[src/rtl/ifft8_pkg.sv]
// Shared types, constants and helpers for the 8-point inverse FFT engine.
package ifft8_pkg;

  localparam int DW = 16;
  localparam int TW = 16;
  localparam int NBF = 12;

  typedef enum logic [1:0] {
    LOAD    = 2'd0,
    COMPUTE = 2'd1,
    UNLOAD  = 2'd2
  } state_t;

  // Conjugated radix-8 twiddles in Q8 (256 = 1.0), indexed by k.
  localparam logic signed [TW-1:0] W_R [4] = '{16'sd256, 16'sd181, 16'sd0, -16'sd181};
  localparam logic signed [TW-1:0] W_I [4] = '{16'sd0, 16'sd181, 16'sd256, 16'sd181};

  // In-place butterfly schedule: three stages of four butterflies each.
  localparam logic [2:0] SCHED_P [NBF] = '{3'd0, 3'd2, 3'd4, 3'd6,
                                           3'd0, 3'd1, 3'd4, 3'd5,
                                           3'd0, 3'd1, 3'd2, 3'd3};
  localparam logic [2:0] SCHED_Q [NBF] = '{3'd1, 3'd3, 3'd5, 3'd7,
                                           3'd2, 3'd3, 3'd6, 3'd7,
                                           3'd4, 3'd5, 3'd6, 3'd7};
  localparam logic [1:0] SCHED_K [NBF] = '{2'd0, 2'd0, 2'd0, 2'd0,
                                           2'd0, 2'd2, 2'd0, 2'd2,
                                           2'd0, 2'd1, 2'd2, 2'd3};

  function automatic logic [2:0] bitrev3(input logic [2:0] v);
    return {v[0], v[1], v[2]};
  endfunction

  // Clamp a DW+2 bit intermediate to the signed DW range.
  function automatic logic signed [DW-1:0] sat_dw(input logic signed [DW+1:0] v);
    logic signed [DW-1:0] res;
    if (v > 18'sd32767) begin
      res = 16'sh7FFF;
    end else if (v < -18'sd32768) begin
      res = 16'sh8000;
    end else begin
      res = v[DW-1:0];
    end
    return res;
  endfunction

endpackage

[src/rtl/ifft8_if.sv]
// Sample stream bundle: frequency-domain input and time-domain output.
interface ifft8_if;
  import ifft8_pkg::*;

  logic                 in_valid;
  logic                 in_ready;
  logic signed [DW-1:0] in_r;
  logic signed [DW-1:0] in_i;
  logic                 out_valid;
  logic                 out_ready;
  logic signed [DW-1:0] out_r;
  logic signed [DW-1:0] out_i;
  logic                 out_last;
  logic                 busy;

  modport slave (
    input  in_valid, in_r, in_i, out_ready,
    output in_ready, out_valid, out_r, out_i, out_last, busy
  );

  modport master (
    output in_valid, in_r, in_i, out_ready,
    input  in_ready, out_valid, out_r, out_i, out_last, busy
  );

endinterface

[src/rtl/ifft8_bf.sv]
// Combinational radix-2 butterfly with twiddle multiply, 1/2 scaling and saturation.
module ifft8_bf
  import ifft8_pkg::*;
(
  input  logic signed [DW-1:0] a_r,
  input  logic signed [DW-1:0] a_i,
  input  logic signed [DW-1:0] b_r,
  input  logic signed [DW-1:0] b_i,
  input  logic signed [TW-1:0] w_r,
  input  logic signed [TW-1:0] w_i,
  output logic signed [DW-1:0] y1_r,
  output logic signed [DW-1:0] y1_i,
  output logic signed [DW-1:0] y2_r,
  output logic signed [DW-1:0] y2_i
);

  localparam int SW = DW + 2;

  logic signed [31:0]   p_rr, p_ii, p_ri, p_ir;
  logic signed [31:0]   q_rr, q_ii, q_ri, q_ir;
  logic signed [SW-1:0] t_r, t_i, a_xr, a_xi;
  logic signed [SW-1:0] s1_r, s1_i, s2_r, s2_i;

  // Twiddle product b*w, each partial product floored by 8 before combining.
  always_comb begin
    p_rr = $signed({{(32-DW){b_r[DW-1]}}, b_r}) * $signed({{(32-TW){w_r[TW-1]}}, w_r});
    p_ii = $signed({{(32-DW){b_i[DW-1]}}, b_i}) * $signed({{(32-TW){w_i[TW-1]}}, w_i});
    p_ri = $signed({{(32-DW){b_r[DW-1]}}, b_r}) * $signed({{(32-TW){w_i[TW-1]}}, w_i});
    p_ir = $signed({{(32-DW){b_i[DW-1]}}, b_i}) * $signed({{(32-TW){w_r[TW-1]}}, w_r});
    q_rr = p_rr >>> 8;
    q_ii = p_ii >>> 8;
    q_ri = p_ri >>> 8;
    q_ir = p_ir >>> 8;
    t_r  = q_rr[SW-1:0] - q_ii[SW-1:0];
    t_i  = q_ri[SW-1:0] + q_ir[SW-1:0];
  end

  // Sum/difference in DW+2 bits, halve with floor, then clamp.
  always_comb begin
    a_xr = {{2{a_r[DW-1]}}, a_r};
    a_xi = {{2{a_i[DW-1]}}, a_i};
    s1_r = (a_xr + t_r) >>> 1;
    s1_i = (a_xi + t_i) >>> 1;
    s2_r = (a_xr - t_r) >>> 1;
    s2_i = (a_xi - t_i) >>> 1;
    y1_r = sat_dw(s1_r);
    y1_i = sat_dw(s1_i);
    y2_r = sat_dw(s2_r);
    y2_i = sat_dw(s2_i);
  end

endmodule

[src/rtl/ifft8_engine.sv]
// Sequential 8-point inverse FFT: load in bit-reversed order, 12 in-place
// butterflies, then stream results out in natural order.
module ifft8_engine
  import ifft8_pkg::*;
(
  input  logic   clk,
  input  logic   rst_n,
  ifft8_if.slave bus
);

  state_t               state, state_next;
  logic [3:0]           cnt, cnt_next;
  logic                 load_en, bf_en;
  logic signed [DW-1:0] mem_re [8];
  logic signed [DW-1:0] mem_im [8];

  logic [2:0]           bf_p, bf_q;
  logic [1:0]           bf_k;
  logic signed [DW-1:0] y1_r, y1_i, y2_r, y2_i;

  assign bf_p = SCHED_P[cnt];
  assign bf_q = SCHED_Q[cnt];
  assign bf_k = SCHED_K[cnt];

  ifft8_bf u_bf (
    .a_r  (mem_re[bf_p]),
    .a_i  (mem_im[bf_p]),
    .b_r  (mem_re[bf_q]),
    .b_i  (mem_im[bf_q]),
    .w_r  (W_R[bf_k]),
    .w_i  (W_I[bf_k]),
    .y1_r (y1_r),
    .y1_i (y1_i),
    .y2_r (y2_r),
    .y2_i (y2_i)
  );

  // Next-state, counter and datapath-enable decode.
  always_comb begin
    state_next = state;
    cnt_next   = cnt;
    load_en    = 1'b0;
    bf_en      = 1'b0;
    case (state)
      LOAD: begin
        if (bus.in_valid) begin
          load_en = 1'b1;
          if (cnt == 4'd7) begin
            state_next = COMPUTE;
            cnt_next   = 4'd0;
          end else begin
            cnt_next = cnt + 4'd1;
          end
        end else begin
          cnt_next = cnt;
        end
      end
      COMPUTE: begin
        bf_en = 1'b1;
        if (cnt == 4'd11) begin
          state_next = UNLOAD;
          cnt_next   = 4'd0;
        end else begin
          cnt_next = cnt + 4'd1;
        end
      end
      UNLOAD: begin
        if (bus.out_ready) begin
          if (cnt == 4'd7) begin
            state_next = LOAD;
            cnt_next   = 4'd0;
          end else begin
            cnt_next = cnt + 4'd1;
          end
        end else begin
          cnt_next = cnt;
        end
      end
      default: begin
        state_next = LOAD;
        cnt_next   = 4'd0;
      end
    endcase
  end

  // State and cycle counter registers.
  always_ff @(posedge clk or negedge rst_n) begin
    if (!rst_n) begin
      state <= LOAD;
      cnt   <= 4'd0;
    end else begin
      state <= state_next;
      cnt   <= cnt_next;
    end
  end

  // Sample memory: bit-reversed loads, then in-place butterfly write-back.
  always_ff @(posedge clk or negedge rst_n) begin
    if (!rst_n) begin
      for (int i = 0; i < 8; i++) begin
        mem_re[i] <= 16'sd0;
        mem_im[i] <= 16'sd0;
      end
    end else if (load_en) begin
      mem_re[bitrev3(cnt[2:0])] <= bus.in_r;
      mem_im[bitrev3(cnt[2:0])] <= bus.in_i;
    end else if (bf_en) begin
      mem_re[bf_p] <= y1_r;
      mem_im[bf_p] <= y1_i;
      mem_re[bf_q] <= y2_r;
      mem_im[bf_q] <= y2_i;
    end
  end

  // Registered stream outputs, derived from the upcoming state and count so
  // they line up with the state register; mem[0] is final well before UNLOAD.
  always_ff @(posedge clk or negedge rst_n) begin
    if (!rst_n) begin
      bus.in_ready  <= 1'b1;
      bus.out_valid <= 1'b0;
      bus.out_last  <= 1'b0;
      bus.busy      <= 1'b0;
      bus.out_r     <= 16'sd0;
      bus.out_i     <= 16'sd0;
    end else begin
      bus.in_ready  <= (state_next == LOAD);
      bus.out_valid <= (state_next == UNLOAD);
      bus.out_last  <= (state_next == UNLOAD) && (cnt_next == 4'd7);
      bus.busy      <= (state_next != LOAD);
      if (state_next == UNLOAD) begin
        bus.out_r <= mem_re[cnt_next[2:0]];
        bus.out_i <= mem_im[cnt_next[2:0]];
      end else begin
        bus.out_r <= bus.out_r;
        bus.out_i <= bus.out_i;
      end
    end
  end

endmodule
[src/flat_wrapper.sv]
// flat-port wrapper written by rule: the top's interface ports become plain ports
module ifft8_engine_flat import ifft8_pkg::*;
  (clk, rst_n, bus_in_valid, bus_in_r, bus_in_i, bus_out_ready, bus_in_ready, bus_out_valid, bus_out_r, bus_out_i, bus_out_last, bus_busy);
  ifft8_if bus_i ();
  input  logic clk;
  input  logic rst_n;
  input wire logic [$bits(bus_i.in_valid)-1:0] bus_in_valid;
  input wire logic [$bits(bus_i.in_r)-1:0] bus_in_r;
  input wire logic [$bits(bus_i.in_i)-1:0] bus_in_i;
  input wire logic [$bits(bus_i.out_ready)-1:0] bus_out_ready;
  output wire logic [$bits(bus_i.in_ready)-1:0] bus_in_ready;
  output wire logic [$bits(bus_i.out_valid)-1:0] bus_out_valid;
  output wire logic [$bits(bus_i.out_r)-1:0] bus_out_r;
  output wire logic [$bits(bus_i.out_i)-1:0] bus_out_i;
  output wire logic [$bits(bus_i.out_last)-1:0] bus_out_last;
  output wire logic [$bits(bus_i.busy)-1:0] bus_busy;
  assign bus_i.in_valid = bus_in_valid;
  assign bus_i.in_r = bus_in_r;
  assign bus_i.in_i = bus_in_i;
  assign bus_i.out_ready = bus_out_ready;
  assign bus_in_ready = bus_i.in_ready;
  assign bus_out_valid = bus_i.out_valid;
  assign bus_out_r = bus_i.out_r;
  assign bus_out_i = bus_i.out_i;
  assign bus_out_last = bus_i.out_last;
  assign bus_busy = bus_i.busy;
  ifft8_engine u_core (.clk(clk), .rst_n(rst_n), .bus(bus_i));
endmodule
[config.mk]
export PLATFORM = sky130hd
export DESIGN_NAME = ifft8_engine_flat
export DESIGN_NICKNAME = d
export VERILOG_FILES = /design/src/rtl/ifft8_pkg.sv /design/src/rtl/ifft8_if.sv /design/src/rtl/ifft8_bf.sv /design/src/rtl/ifft8_engine.sv /design/src/flat_wrapper.sv
export SDC_FILE = /design/constraint.sdc
export NUM_CORES = 2
export LEC_CHECK = 0
export ABC_CLOCK_PERIOD_IN_PS = 10700
export BUFFER_PORTS_ARGS = -buffer_cell sky130_fd_sc_hd__buf_2
export CAP_MARGIN = 20
export CORE_UTILIZATION = 55
export CTS_CLUSTER_SIZE = 10
export DETAILED_ROUTE_END_ITERATION = 6
export PLACE_DENSITY = 0.7
export SYNTH_ARGS = -nofsm -noshare
export SYNTH_HDL_FRONTEND = slang
export SYNTH_HIERARCHICAL = 1
export SYNTH_SLANG_ARGS = --single-unit
[constraint.sdc]
create_clock -name clk -period 10.7 [get_ports clk]
set_clock_uncertainty 0.05 [all_clocks]
set_input_delay 2.14 -clock clk [delete_from_list [all_inputs] [get_ports clk]]
set_output_delay 2.14 -clock clk [all_outputs]
set_load 0.005 [all_outputs]
==> flow_summary_export.csv <==
group,metric,value,unit
worst_setup_path,cp-start-kind,"flop",
timing,max_slew.worst_pin.slew,1.12,ns
global_route,grt_pass1_vias,54900,
logic_synthesis,async_flop_share,1.00,
route,first_iter_violations,7144,
placed_design,io_buffer_count,71,
clock_tree,cts_sinks,298,
clock_tree,clkLatencyLatePin,0.60,ns
logic_synthesis,synthesis.area,56600,µm²
worst_setup_path,path_class,"flop to flop",
timing,finalHoldViolCount,0,
logic_synthesis,ys_warn_count,6,
worst_setup_path,worstSetupEndpointType,"flop",
placed_design,place.gp.congestion,1.02,
worst_setup_path,crit_fanout,16,
die,die-height,323,µm
global_route,grt.met2_usage,0.632,
finish,nets,8538,
worst_setup_path,crit_slowest_cell,"fa_1",
logic_synthesis,synth_enable_flop_cells,0,
clock_tree,cts_hold_buf,0,
route,detail_route.wl_per_cell,25.7,µm
die,num_rows,117,
die,die_w,323,µm
finish,areaGrowthSynthToFinish,19.9,%
logic_synthesis,ys_seq_elements,298,
finish,layout_commonest_cell,"inv_1",
global_route,grt_busiest_layer,"met2",
finish,final_util,0.665,
finish,final_cell_mix,"1025 x inv_1, 831 x fa_1, 827 x buf_4",
worst_setup_path,crit_required,11.06,ns
clock_tree,tritoncts,"done",
timing,max-slew-margin-rel,0.251,
route,drt_pass1_iterations,7,
placed_design,hpwl,157,mm
route,ant_nets,0,
die,core,102000,µm²
global_route,grt_pass1_wl,333,mm
die,initial_core_util,0.555,
logic_synthesis,synth-seq-area-share,0.132,
global_route,overflow,0,
timing,fin_crit_sh,1.02,
global_route,grt_max_degree,100,
route,drc,72,
clock_tree,cts_made_buffers,37,
logic_synthesis,synth_ff_type,"dfrtp_1",
timing,setup_viol,203,
timing,slew_viol_final,0,
die,dieArea,104000,µm²
worst_hold_path,hold_class,"flop to flop",
worst_setup_path,arrival,11.29,ns
timing,rsz0062_at_grt,"yes",
timing,finalWorstSetupSlack,-0.235,ns
run,maxCapViolations,0,
route,avgViaCountPerCell,6.21,
logic_synthesis,postSynthAreaPerCell,8.49,µm²
die,ios,72,
clock_tree,htreeDepth,2,
timing,max_clock_freq,91.5,MHz
worst_setup_path,cp_top_family,"adder cells",
global_route,antenna_found_initial,33,
worst_setup_path,critPathBufInv,10,
timing,fin_crit,10.93,ns
finish,post_route_cells_drive_above_1_share,0.199,
global_route,gr-usage-met1,0.542,
logic_synthesis,ys_types,95,
clock_tree,clock_tree.root_cell,"clkbuf_16",
status,violations,"design-rule violations, negative setup slack",
worst_setup_path,max_stage_delay,0.53,ns
route,num_vias,53800,
clock_tree,clock_path_buffers,3,
route,drt-total-wl,223,mm
logic_synthesis,syn_inst,6662,
clock_tree,path_clk_slew,0.06,ns
global_route,grtUsageTotal,0.428,
global_route,grt_use_met3,0.143,
status,status,"finished, violations left",
==> worst min-delay path: cells and delay by family (launching register included) <==
kind / cells / cell delay [ns]
DFF: 1 / 0.36
and+or+nand+nor: 2 / 0.12
==> final timing paths <==
kind	from	slack, ns	endpoint	cells past startpoint
setup / recovery	u_core/cnt[1]$_DFF_PN0_	-0.23	u_core/mem_re[40]$_DFFE_PN0P_	46
hold / removal	u_core/mem_re[121]$_DFFE_PN0P_	0.46	u_core/mem_re[121]$_DFFE_PN0P_	2
setup reg to reg	u_core/cnt[1]$_DFF_PN0_	-0.23	u_core/mem_re[40]$_DFFE_PN0P_	46
hold reg to reg	u_core/mem_re[121]$_DFFE_PN0P_	0.46	u_core/mem_re[121]$_DFFE_PN0P_	2
max in group asynchronous	rst_n	6.60	u_core/mem_re[81]$_DFFE_PN0P_	3
min in group asynchronous	rst_n	1.55	u_core/mem_im[95]$_DFFE_PN0P_	1
==> sequential cells by signal (all words and copies together), names as in the netlist <==
name                  cells
u_core/bus.busy           1
u_core/bus.in_ready       1
u_core/bus.out_i         16
u_core/bus.out_last       1
u_core/bus.out_r         16
u_core/bus.out_valid      1
u_core/cnt                4
u_core/mem_im           128
u_core/mem_re           128
u_core/state              2
==> repair_timing <==
action                                  in CTS  in global routing
endpoints found under the hold margin        0                  0
gates cloned                                 5                  3
gates resized for setup                    235                168
endpoints found under the setup margin     256                256
setup buffers                               44                 21
pin swaps                                  126                112
==> synth_stat cells (32+ instances only) <==
master	number	area [µm²]
nor2b_1	38	238
xor2_1	48	420
o211ai_1	35	263
and2_1	447	2800
nand2_1	754	2830
a222oi_1	64	641
clkbuf_1	341	1280
o21ai_1	37	185
ha_1	403	5040
o22a_1	32	280
a221oi_1	46	403
inv_1	1030	3870
nand3_1	144	721
o21a_1	82	616
mux2_2	34	383
a21oi_1	303	1520
nor2_1	424	1590
a31oi_1	104	651
buf_2	68	340
xnor2_1	164	1440
dfrtp_1	297	7430
nor3_1	51	255
mux2i_1	66	661
o21ai_0	130	651
fa_1	838	16800
a22oi_1	342	2570
buf_1	46	173
==> per-layer routing <==
metal  wire (µm)  part of all wire
met5         179           0.00080
met4       17100             0.077
met3       31400              0.14
met2       94200              0.42
met1       79600              0.36
==> cell families (layout without fill, tap and decap cells) <==
group	Yosys count	after routing	synth area share
AOI/OAI and AO/OA	1292	1292	0.155
xor gates and xnor gates	219	219	0.0350
adders and majority gates	1276	1276	0.392
buffers and inverters	1509	2075	0.104
DFF	298	298	0.132
muxes	100	100	0.0184
other	1	66	0.0000663
and+or+nand+nor	1967	1968	0.163
==> stage by stage <==
step	area (µm²)	setup WS [ns]	setup TNS, ns	instances	hold slack (ns)
2_1_floorplan	56800	-0.0229	-0.279	6706	0.416
3_3_place_gp	64100	-0.829	-144.40	8519	0.436
3_5_place_dp	64100	-0.969	-183.05	8519	0.444
4_1_cts	66700	-0.0142	-0.0373	8618	0.459
5_1_grt	67800	-0.702	-122.02	8651	0.481
6_report	67800	-0.235	-25.24	8662	0.463
==> cell type report <==
class | count | area [µm²]
clock inverters | 5 | 86.3
multi-input cells | 4900 | 45400
repair buffers | 993 | 8250
clock buffers | 46 | 990
fillers | 8334 | 34100
inverters | 1031 | 3880
flip-flops and latches | 298 | 7460
well taps | 1368 | 1710
diodes | 21 | 52.6
Power is not shown: default switching activity piles up to over one toggle a cycle in this logic, so the estimate is an artifact.
